<file path="src/rtl/tcam_update_ctrl.sv">
// rtl/tcam_update_ctrl.sv - TCAM rule update sequencer with valid bitmap and post-reset scrub
// Optional feature macro: TCAM_UPD_CNT_EN (saturating completed-command counter on op_count)
module tcam_update_ctrl #(
    parameter int KEY_W   = 128,
    parameter int ENTRIES = 16,
    parameter int IDX_W   = $clog2(ENTRIES)
) (
    input  logic               clk,
    input  logic               rst,
    input  logic               cmd_valid,
    output logic               cmd_ready,
    input  logic [1:0]         cmd_op,
    input  logic [IDX_W-1:0]   cmd_addr,
    input  logic [KEY_W-1:0]   cmd_value,
    input  logic [KEY_W-1:0]   cmd_mask,
    output logic               tcam_wr_en,
    output logic               tcam_wr_is_mask,
    output logic [IDX_W-1:0]   tcam_wr_addr,
    output logic [KEY_W-1:0]   tcam_wr_data,
    output logic [ENTRIES-1:0] entry_valid,
    output logic               cmd_done,
    output logic               init_done,
    output logic [15:0]        op_count
);

    typedef enum logic [2:0] {
        S_INIT    = 3'd0,
        S_IDLE    = 3'd1,
        S_WR_VAL  = 3'd2,
        S_WR_MASK = 3'd3,
        S_SCRUB   = 3'd4
    } state_t;

    localparam logic [1:0]   OP_WRITE = 2'b00;
    localparam logic [1:0]   OP_INVAL = 2'b01;
    localparam logic [1:0]   OP_CLEAR = 2'b10;
    localparam logic [IDX_W:0] SWEEP_END = (IDX_W+1)'(ENTRIES);

    state_t             state_q, state_d;
    // Sweep pointer names the next (entry, phase) write to issue; one extra bit so ENTRIES is reachable.
    logic [IDX_W:0]     idx_q, idx_d;
    logic               phase_q, phase_d;
    logic [IDX_W-1:0]   addr_q, addr_d;
    logic [KEY_W-1:0]   mask_q, mask_d;
    logic [ENTRIES-1:0] valid_q, valid_d;
    logic               done_q, done_d;
    logic               init_q, init_d;
    logic               wr_en_q, wr_en_d;
    logic               wr_mask_q, wr_mask_d;
    logic [IDX_W-1:0]   wr_addr_q, wr_addr_d;
    logic [KEY_W-1:0]   wr_data_q, wr_data_d;

    logic accept;
    logic sweep_end;

    assign cmd_ready       = (state_q == S_IDLE);
    assign accept          = cmd_valid && cmd_ready;
    assign sweep_end       = (idx_q == SWEEP_END);

    assign tcam_wr_en      = wr_en_q;
    assign tcam_wr_is_mask = wr_mask_q;
    assign tcam_wr_addr    = wr_addr_q;
    assign tcam_wr_data    = wr_data_q;
    assign entry_valid     = valid_q;
    assign cmd_done        = done_q;
    assign init_done       = init_q;

    // State register and all registered outputs; reset restarts the scrub from entry 0.
    always_ff @(posedge clk or posedge rst) begin
        if (rst) begin
            state_q   <= S_INIT;
            idx_q     <= '0;
            phase_q   <= 1'b0;
            addr_q    <= '0;
            mask_q    <= '0;
            valid_q   <= '0;
            done_q    <= 1'b0;
            init_q    <= 1'b0;
            wr_en_q   <= 1'b0;
            wr_mask_q <= 1'b0;
            wr_addr_q <= '0;
            wr_data_q <= '0;
        end else begin
            state_q   <= state_d;
            idx_q     <= idx_d;
            phase_q   <= phase_d;
            addr_q    <= addr_d;
            mask_q    <= mask_d;
            valid_q   <= valid_d;
            done_q    <= done_d;
            init_q    <= init_d;
            wr_en_q   <= wr_en_d;
            wr_mask_q <= wr_mask_d;
            wr_addr_q <= wr_addr_d;
            wr_data_q <= wr_data_d;
        end
    end

    // Next-state logic.
    always_comb begin
        state_d = state_q;
        case (state_q)
            S_INIT:    if (sweep_end) state_d = S_IDLE;
            S_IDLE: begin
                if (accept) begin
                    case (cmd_op)
                        OP_WRITE: state_d = S_WR_VAL;
                        OP_CLEAR: state_d = S_SCRUB;
                        default:  state_d = S_IDLE;
                    endcase
                end
            end
            S_WR_VAL:  state_d = S_WR_MASK;
            S_WR_MASK: state_d = S_IDLE;
            S_SCRUB:   if (sweep_end) state_d = S_IDLE;
            default:   state_d = S_INIT;
        endcase
    end

    // Output and datapath logic; write-port values are computed one cycle ahead so they leave flops.
    always_comb begin
        idx_d     = idx_q;
        phase_d   = phase_q;
        addr_d    = addr_q;
        mask_d    = mask_q;
        valid_d   = valid_q;
        done_d    = 1'b0;
        init_d    = init_q;
        wr_en_d   = 1'b0;
        wr_mask_d = 1'b0;
        wr_addr_d = '0;
        wr_data_d = '0;
        case (state_q)
            S_INIT, S_SCRUB: begin
                if (!sweep_end) begin
                    wr_en_d   = 1'b1;
                    wr_mask_d = phase_q;
                    wr_addr_d = idx_q[IDX_W-1:0];
                    if (phase_q) begin
                        idx_d   = idx_q + 1'b1;
                        phase_d = 1'b0;
                    end else begin
                        phase_d = 1'b1;
                    end
                end else if (state_q == S_INIT) begin
                    init_d = 1'b1;
                end else begin
                    done_d = 1'b1;
                end
            end
            S_IDLE: begin
                if (accept) begin
                    addr_d = cmd_addr;
                    mask_d = cmd_mask;
                    case (cmd_op)
                        OP_WRITE: begin
                            // Entry reads invalid for the whole update so lookups never hit a half-written rule.
                            valid_d[cmd_addr] = 1'b0;
                            wr_en_d   = 1'b1;
                            wr_addr_d = cmd_addr;
                            wr_data_d = cmd_value;
                        end
                        OP_INVAL: begin
                            valid_d[cmd_addr] = 1'b0;
                            done_d = 1'b1;
                        end
                        OP_CLEAR: begin
                            // First scrub write (entry 0 value) issues straight from the accept edge.
                            valid_d = '0;
                            wr_en_d = 1'b1;
                            idx_d   = '0;
                            phase_d = 1'b1;
                        end
                        default: begin
                            done_d = 1'b1;
                        end
                    endcase
                end
            end
            S_WR_VAL: begin
                wr_en_d   = 1'b1;
                wr_mask_d = 1'b1;
                wr_addr_d = addr_q;
                wr_data_d = mask_q;
            end
            S_WR_MASK: begin
                valid_d[addr_q] = 1'b1;
                done_d = 1'b1;
            end
            default: begin
                done_d = 1'b0;
            end
        endcase
    end

`ifdef TCAM_UPD_CNT_EN
    logic [15:0] cnt_q, cnt_d;

    // Saturating count of completed commands; only rst clears it.
    always_comb begin
        cnt_d = cnt_q;
        if (done_q && (cnt_q != 16'hFFFF)) cnt_d = cnt_q + 16'd1;
    end

    // Counter register.
    always_ff @(posedge clk or posedge rst) begin
        if (rst) cnt_q <= '0;
        else     cnt_q <= cnt_d;
    end

    assign op_count = cnt_q;
`else
    assign op_count = 16'd0;
`endif

endmodule

</file>
<file path="config.mk">
export PLATFORM = sky130hd
export DESIGN_NAME = tcam_update_ctrl
export DESIGN_NICKNAME = d
export VERILOG_FILES = /design/src/rtl/tcam_update_ctrl.sv
export SDC_FILE = /design/constraint.sdc
export NUM_CORES = 1
export LEC_CHECK = 0
export BUFFER_PORTS_ARGS = -buffer_cell sky130_fd_sc_hd__buf_4
export CORE_AREA = 2 2 167 169
export CTS_CLUSTER_DIAMETER = 200
export DETAILED_ROUTE_END_ITERATION = 8
export DIE_AREA = 0 0 169 171
export PLACE_DENSITY_LB_ADDON = 0.05
export RECOVER_POWER = 50
export SYNTH_ARGS = -nofsm -noshare
export SYNTH_HDL_FRONTEND = slang
export SYNTH_SLANG_ARGS = --single-unit
</file>
<file path="constraint.sdc">
create_clock -name clk -period 25.6 [get_ports clk]
set_input_delay 3.84 -clock clk [delete_from_list [all_inputs] [get_ports clk]]
set_output_delay 3.84 -clock clk [all_outputs]
set_load 0.005 [all_outputs]
</file>
After elaboration in Yosys (flattened, before gate mapping) --
Index checks and enable logic that the tools add are counted.
Word-level totals: flip-flop bits (word level) 293, latch bits 0, bits in writable memories 0, ROM bits 0, input bits 265, output and inout port bits 169, word-level logic and storage cells 88, memories 0
Cells by class: $add $sub $neg 1, multipliers 0, div/mod/pow operators 0, $lt $le $gt $ge 4, equal/unequal tests 13, shift operators 0, multiplexer cells 39, bitwise logic cells 3, reductions and logical operators 16
Operators by type and width (number):
- 2-to-1 mux 128 bit | 2
- case mux 128 bit (2 select lines) | 1
- case mux 16 bit (2 select lines) | 2
- 2-to-1 mux 5 bit | 4
- AND 16 bit | 1
- 2-to-1 mux 16 bit | 1
- inverter 16 bit | 1
- OR 16 bit | 1
- 2-to-1 mux 1 bit | 14
- 2-to-1 mux 4 bit | 3
- case mux 3 bit (4 select lines) | 1
- case mux 4 bit (3 select lines) | 1
- < comparator 4 x 5 -> 1 bit (second input constant) | 2
- case mux 5 bit (2 select lines) | 1
- demux 1 bit (select 4 bit) | 2
- greater-or-equal comparator 4 x 1 -> 1 bit (second input constant) | 2
- != test 2 x 1 -> 1 bit (second input constant) | 4
- == test 3 x 2 -> 1 bit (second input constant) | 2
- 2-to-1 mux 3 bit | 2
- case mux 1 bit (3 select lines) | 2
- case mux 3 bit (2 select lines) | 1
- AND reduction 3 bit | 2
- OR reduction 2 bit | 3
- adder 5 x 1 -> 5 bit (second input constant) | 1
- 15 further kinds | 20

Longest topological paths before layout --
word-level depth 9, gate-level depth with buffers 7, depth with buffers taken out 6

Worst setup path after synthesis --
No wires, ideal clock.
kind register to output, start register state_q[1], end output cmd_ready, arrival 1.063 ns, required time 21.760 ns, setup slack 20.697 ns, stages on the path, launching flop included 4, path buffers 1, cells stage by stage dfrtp_1 buf_4 or3b_2 inv_1
On the way: longest elaborated chain between the ends 1
RTL lines:
- from (decl) | RTL line 39 | state_t state_q, state_d;
- from (signal assigned) | RTL line 84 | state_q <= state_d;
- == test 3 x 1 -> 1 bit | RTL line 56 | assign cmd_ready = (state_q == S_IDLE);
- to (decl) | RTL line 11 | output logic cmd_ready,
Every way passes these cells.

==> impl_metrics.json <==
{
  "port_buffers": 417,
  "skew_ns": 0.01200,
  "grt_max_degree": 156,
  "ys_seq_area_frac": 0.6561,
  "cp_data_arrival_time_ns": 7.46,
  "cp_num_buf_inv": 2,
  "nNetsFinal": 1681,
  "cpPeakStageDelay_ns": 3.32,
  "synthSimpleGateAreaFrac": 0.1612,
  "failed_checks": "capacitance limit, slew limit",
  "ant_nets": 0,
  "io-pin-count": 434,
  "route.layer.met1.wl_um": 13410,
  "hp-start": "mask_q[59]",
  "setup_viol": 0,
  "highest_layer": "met4",
  "synth_compound_area_frac": 0.1376,
  "total_power_w": 0.001509,
  "rr_startpoint": "state_q[0]",
  "start_util": 0.4090,
  "powerDensity_mw_per_mm2": 98.97,
  "die-area_mm2": 0.02890,
  "tns_ns": 0,
  "gp_congestion": 0.8112,
  "ys_async_sr_fraction": 1.000,
  "met2_length_um": 16310,
  "first_pass_iters": 6,
  "max_slew_margin": -3.056,
  "rsz0062_at_grt": "no",
  "cts_root_buf": "clkbuf_16",
  "clkSinkCount": 293,
  "syn_avg_cell_area_um2": 10.89,
  "postCtsHoldBufs": 0,
  "worstSetupPathType": "primary input to async pin",
  "drive_above_1_share": 0.2967,
  "reg2reg_slack_ns": 20.68,
  "die_x_um": 169,
  "cts_resized": 0,
  "p_leak_nw": 8.070,
  "synthAdderAreaFrac": 0.002239,
  "startpoint_type": "primary input",
  "hold_viol": 0,
  "path_clk_slew_ns": 0.06,
  "dp_hpwl_um": 22570,
  "first_iter_violations": 699,
  "yosysWarnings": 0,
  "grt.overflow.total": 0,
  "post-route-period-util": 0.3103,
  "syn_to_final_growth_pct": 36.47,
  "cts_tree": "done",
  "fillCellCount": 2477,
  "vdd_drop_max_mv": 0.06033,
  "cap_violations": 3,
  "clock_path_buffers": 3,
  "finalCriticalPeriod_ns": 7.943,
  "grt_pass1_wl_um": 50440,
  "rr_endpoint": "tcam_wr_data[118]",
  "hold_slack_ns": 0.4727,
  "synth_cell_types": 43,
  "fmax_ghz": 0.1259,
  "worstSkewPairLatency_ns": 0.55,
  "synth_top_family_by_area": "simple AND/OR/NAND/NOR gates",
  "wirelength_um": 33580,
  "synth-seq-cells": 293,
  "drcViolationCount": 0,
  "fp.dieH_um": 171,
  "grt_pass1_vias": 8903,
  "h-tree-depth": 1,
  "rr_worst_depth": 5,
  "hp-class": "flop to flop",
  "worstSetupEndpointType": "async pin",
  "synthXorXnorAreaFrac": 0,
  "post_cts_buffers": 0,
  "dr_total_vias": 8909,
  "holdPathStages": 2,
  "critPathSlowestCell": "clkinvlp_2",
  "critPathMaxFanout": 139,
  "route.met3.wl_um": 2983,
  "coreArea_mm2": 0.02732,
  "rows": 61,
  "wl_per_cell_um": 18.82,
  "syn_inst": 1026,
  "syn_area_mm2": 0.01117,
  "tightest_slew_ns": 6.084,
  "numCtsBuffers": 31,
  "synth-edff-count": 0,
  "drt-vias-per-instance": 4.994,
  "cp.required_ns": 25.12,
  "antenna_found_initial": 2,
  "yosys-mux-area-fraction": 0.001008,
  "status": "finished with violations",
  "cpLargestDelayFamily": "buffers and inverters",
  "synth-main-ff-cell": "dfrtp_1",
  "crit_chain": "clkbuf_4, clkinvlp_2",
  "grt.total_usage": 0.2251,
  "hold_end": "mask_q[59]",
  "slew_viol_final": 260
}
## cell usage after synthesis, types with 3 or more instances
| library cell | count | share of area |
|---|---|---|
| buf_1 | 8 | 0.0027 |
| buf_4 | 19 | 0.013 |
| nand2b_1 | 8 | 0.0045 |
| buf_2 | 31 | 0.014 |
| nand2_1 | 404 | 0.14 |
| nand3_1 | 3 | 0.0013 |
| o21ai_0 | 16 | 0.0072 |
| dfrtp_1 | 293 | 0.66 |
| a21oi_1 | 29 | 0.013 |
| inv_1 | 8 | 0.0027 |
| clkbuf_1 | 25 | 0.0084 |
| a222oi_1 | 4 | 0.0036 |
| a31oi_1 | 3 | 0.0017 |
| o31ai_1 | 4 | 0.0027 |
| a221o_1 | 3 | 0.0027 |
| nor2_1 | 5 | 0.0017 |
| a22o_1 | 130 | 0.10 |
## layer usage
layer  track usage  vias up
li1              -     4178
met1        0.2799     4325
met2        0.3751      348
met3       0.07078       58
met4       0.07469        0
met5             0        -
## cell usage in the layout, fill, tap and decap left out, drive strengths merged, types with 4 or more instances in the layout
| cell | count |
|---|---|
| nor2 | 7 |
| clkinv | 7 |
| a222oi | 4 |
| conb | 16 |
| a21oi | 30 |
| nand2 | 404 |
| clkbuf | 201 |
| buf | 268 |
| o31ai | 4 |
| o21ai | 18 |
| inv | 7 |
| nand2b | 8 |
| dfrtp | 293 |
| a22o | 130 |
## cell families (layout without fill, tap and decap cells)
kind of cell             after synthesis  count (layout)
AO/OA/AOI/OAI                        195             195
adder cells (fa/ha/maj)                2               2
buffers and inverters                 92             487
flip-flops                           293             293
multiplexers                           1               1
other                                  1              18
AND/OR/NAND/NOR                      442             442
## flip-flops by register name, indices dropped and copies added, names as in the netlist
signal,count
state_q,3
mask_q,128
phase_q,1
init_done,1
tcam_wr_data,128
tcam_wr_addr,4
cmd_done,1
tcam_wr_is_mask,1
entry_valid,16
idx_q,5
tcam_wr_en,1
addr_q,4
## worst max-delay path by stage
stage | startpoint | endpoint | slack, ns | depth (start not counted)
4_1_cts | state_q[2] | cmd_ready | 19.81 | 3
3_5_place_dp | cmd_valid | idx_q[2] | 19.33 | 5
2_1_floorplan | rst | addr_q[0] | 13.67 | 1
6_report | rst | tcam_wr_data[10] | 17.66 | 2
3_3_place_gp | cmd_valid | idx_q[4] | 19.36 | 5
5_1_grt | rst | tcam_wr_data[79] | 16.59 | 2
## stage by stage
stage,util,worst slack [ns],area [µm²],std cells
2_1_floorplan,-,13.67,11230,1041
3_3_place_gp,0.5286,19.36,14440,1727
3_5_place_dp,0.5286,19.33,14440,1727
4_1_cts,0.5671,19.81,15500,1782
5_1_grt,0.5579,16.59,15240,1782
6_report,0.5581,17.66,15250,1784
## power breakdown
| group | switching, W | internal [W] |
|---|---|---|
| Clock | 0.000180 | 0.000279 |
| Combinational | 0.000203 | 0.000158 |
| Sequential | 0.0000813 | 0.000608 |
## cell type report
type	count	area [µm²]	share of cell area
Antenna cell	2	5.005	0.0003282
Clock buffer	45	928.4	0.06088
Clock inverter	10	125.1	0.008205
Inverter	8	31.28	0.002051
Multi-Input combinational cell	656	3428	0.2248
Sequential cell	293	7332	0.4808
Tap cell	346	432.9	0.02839
Timing Repair Buffer	424	2967	0.1945
Note: power is estimated with default switching activity, not from simulation.
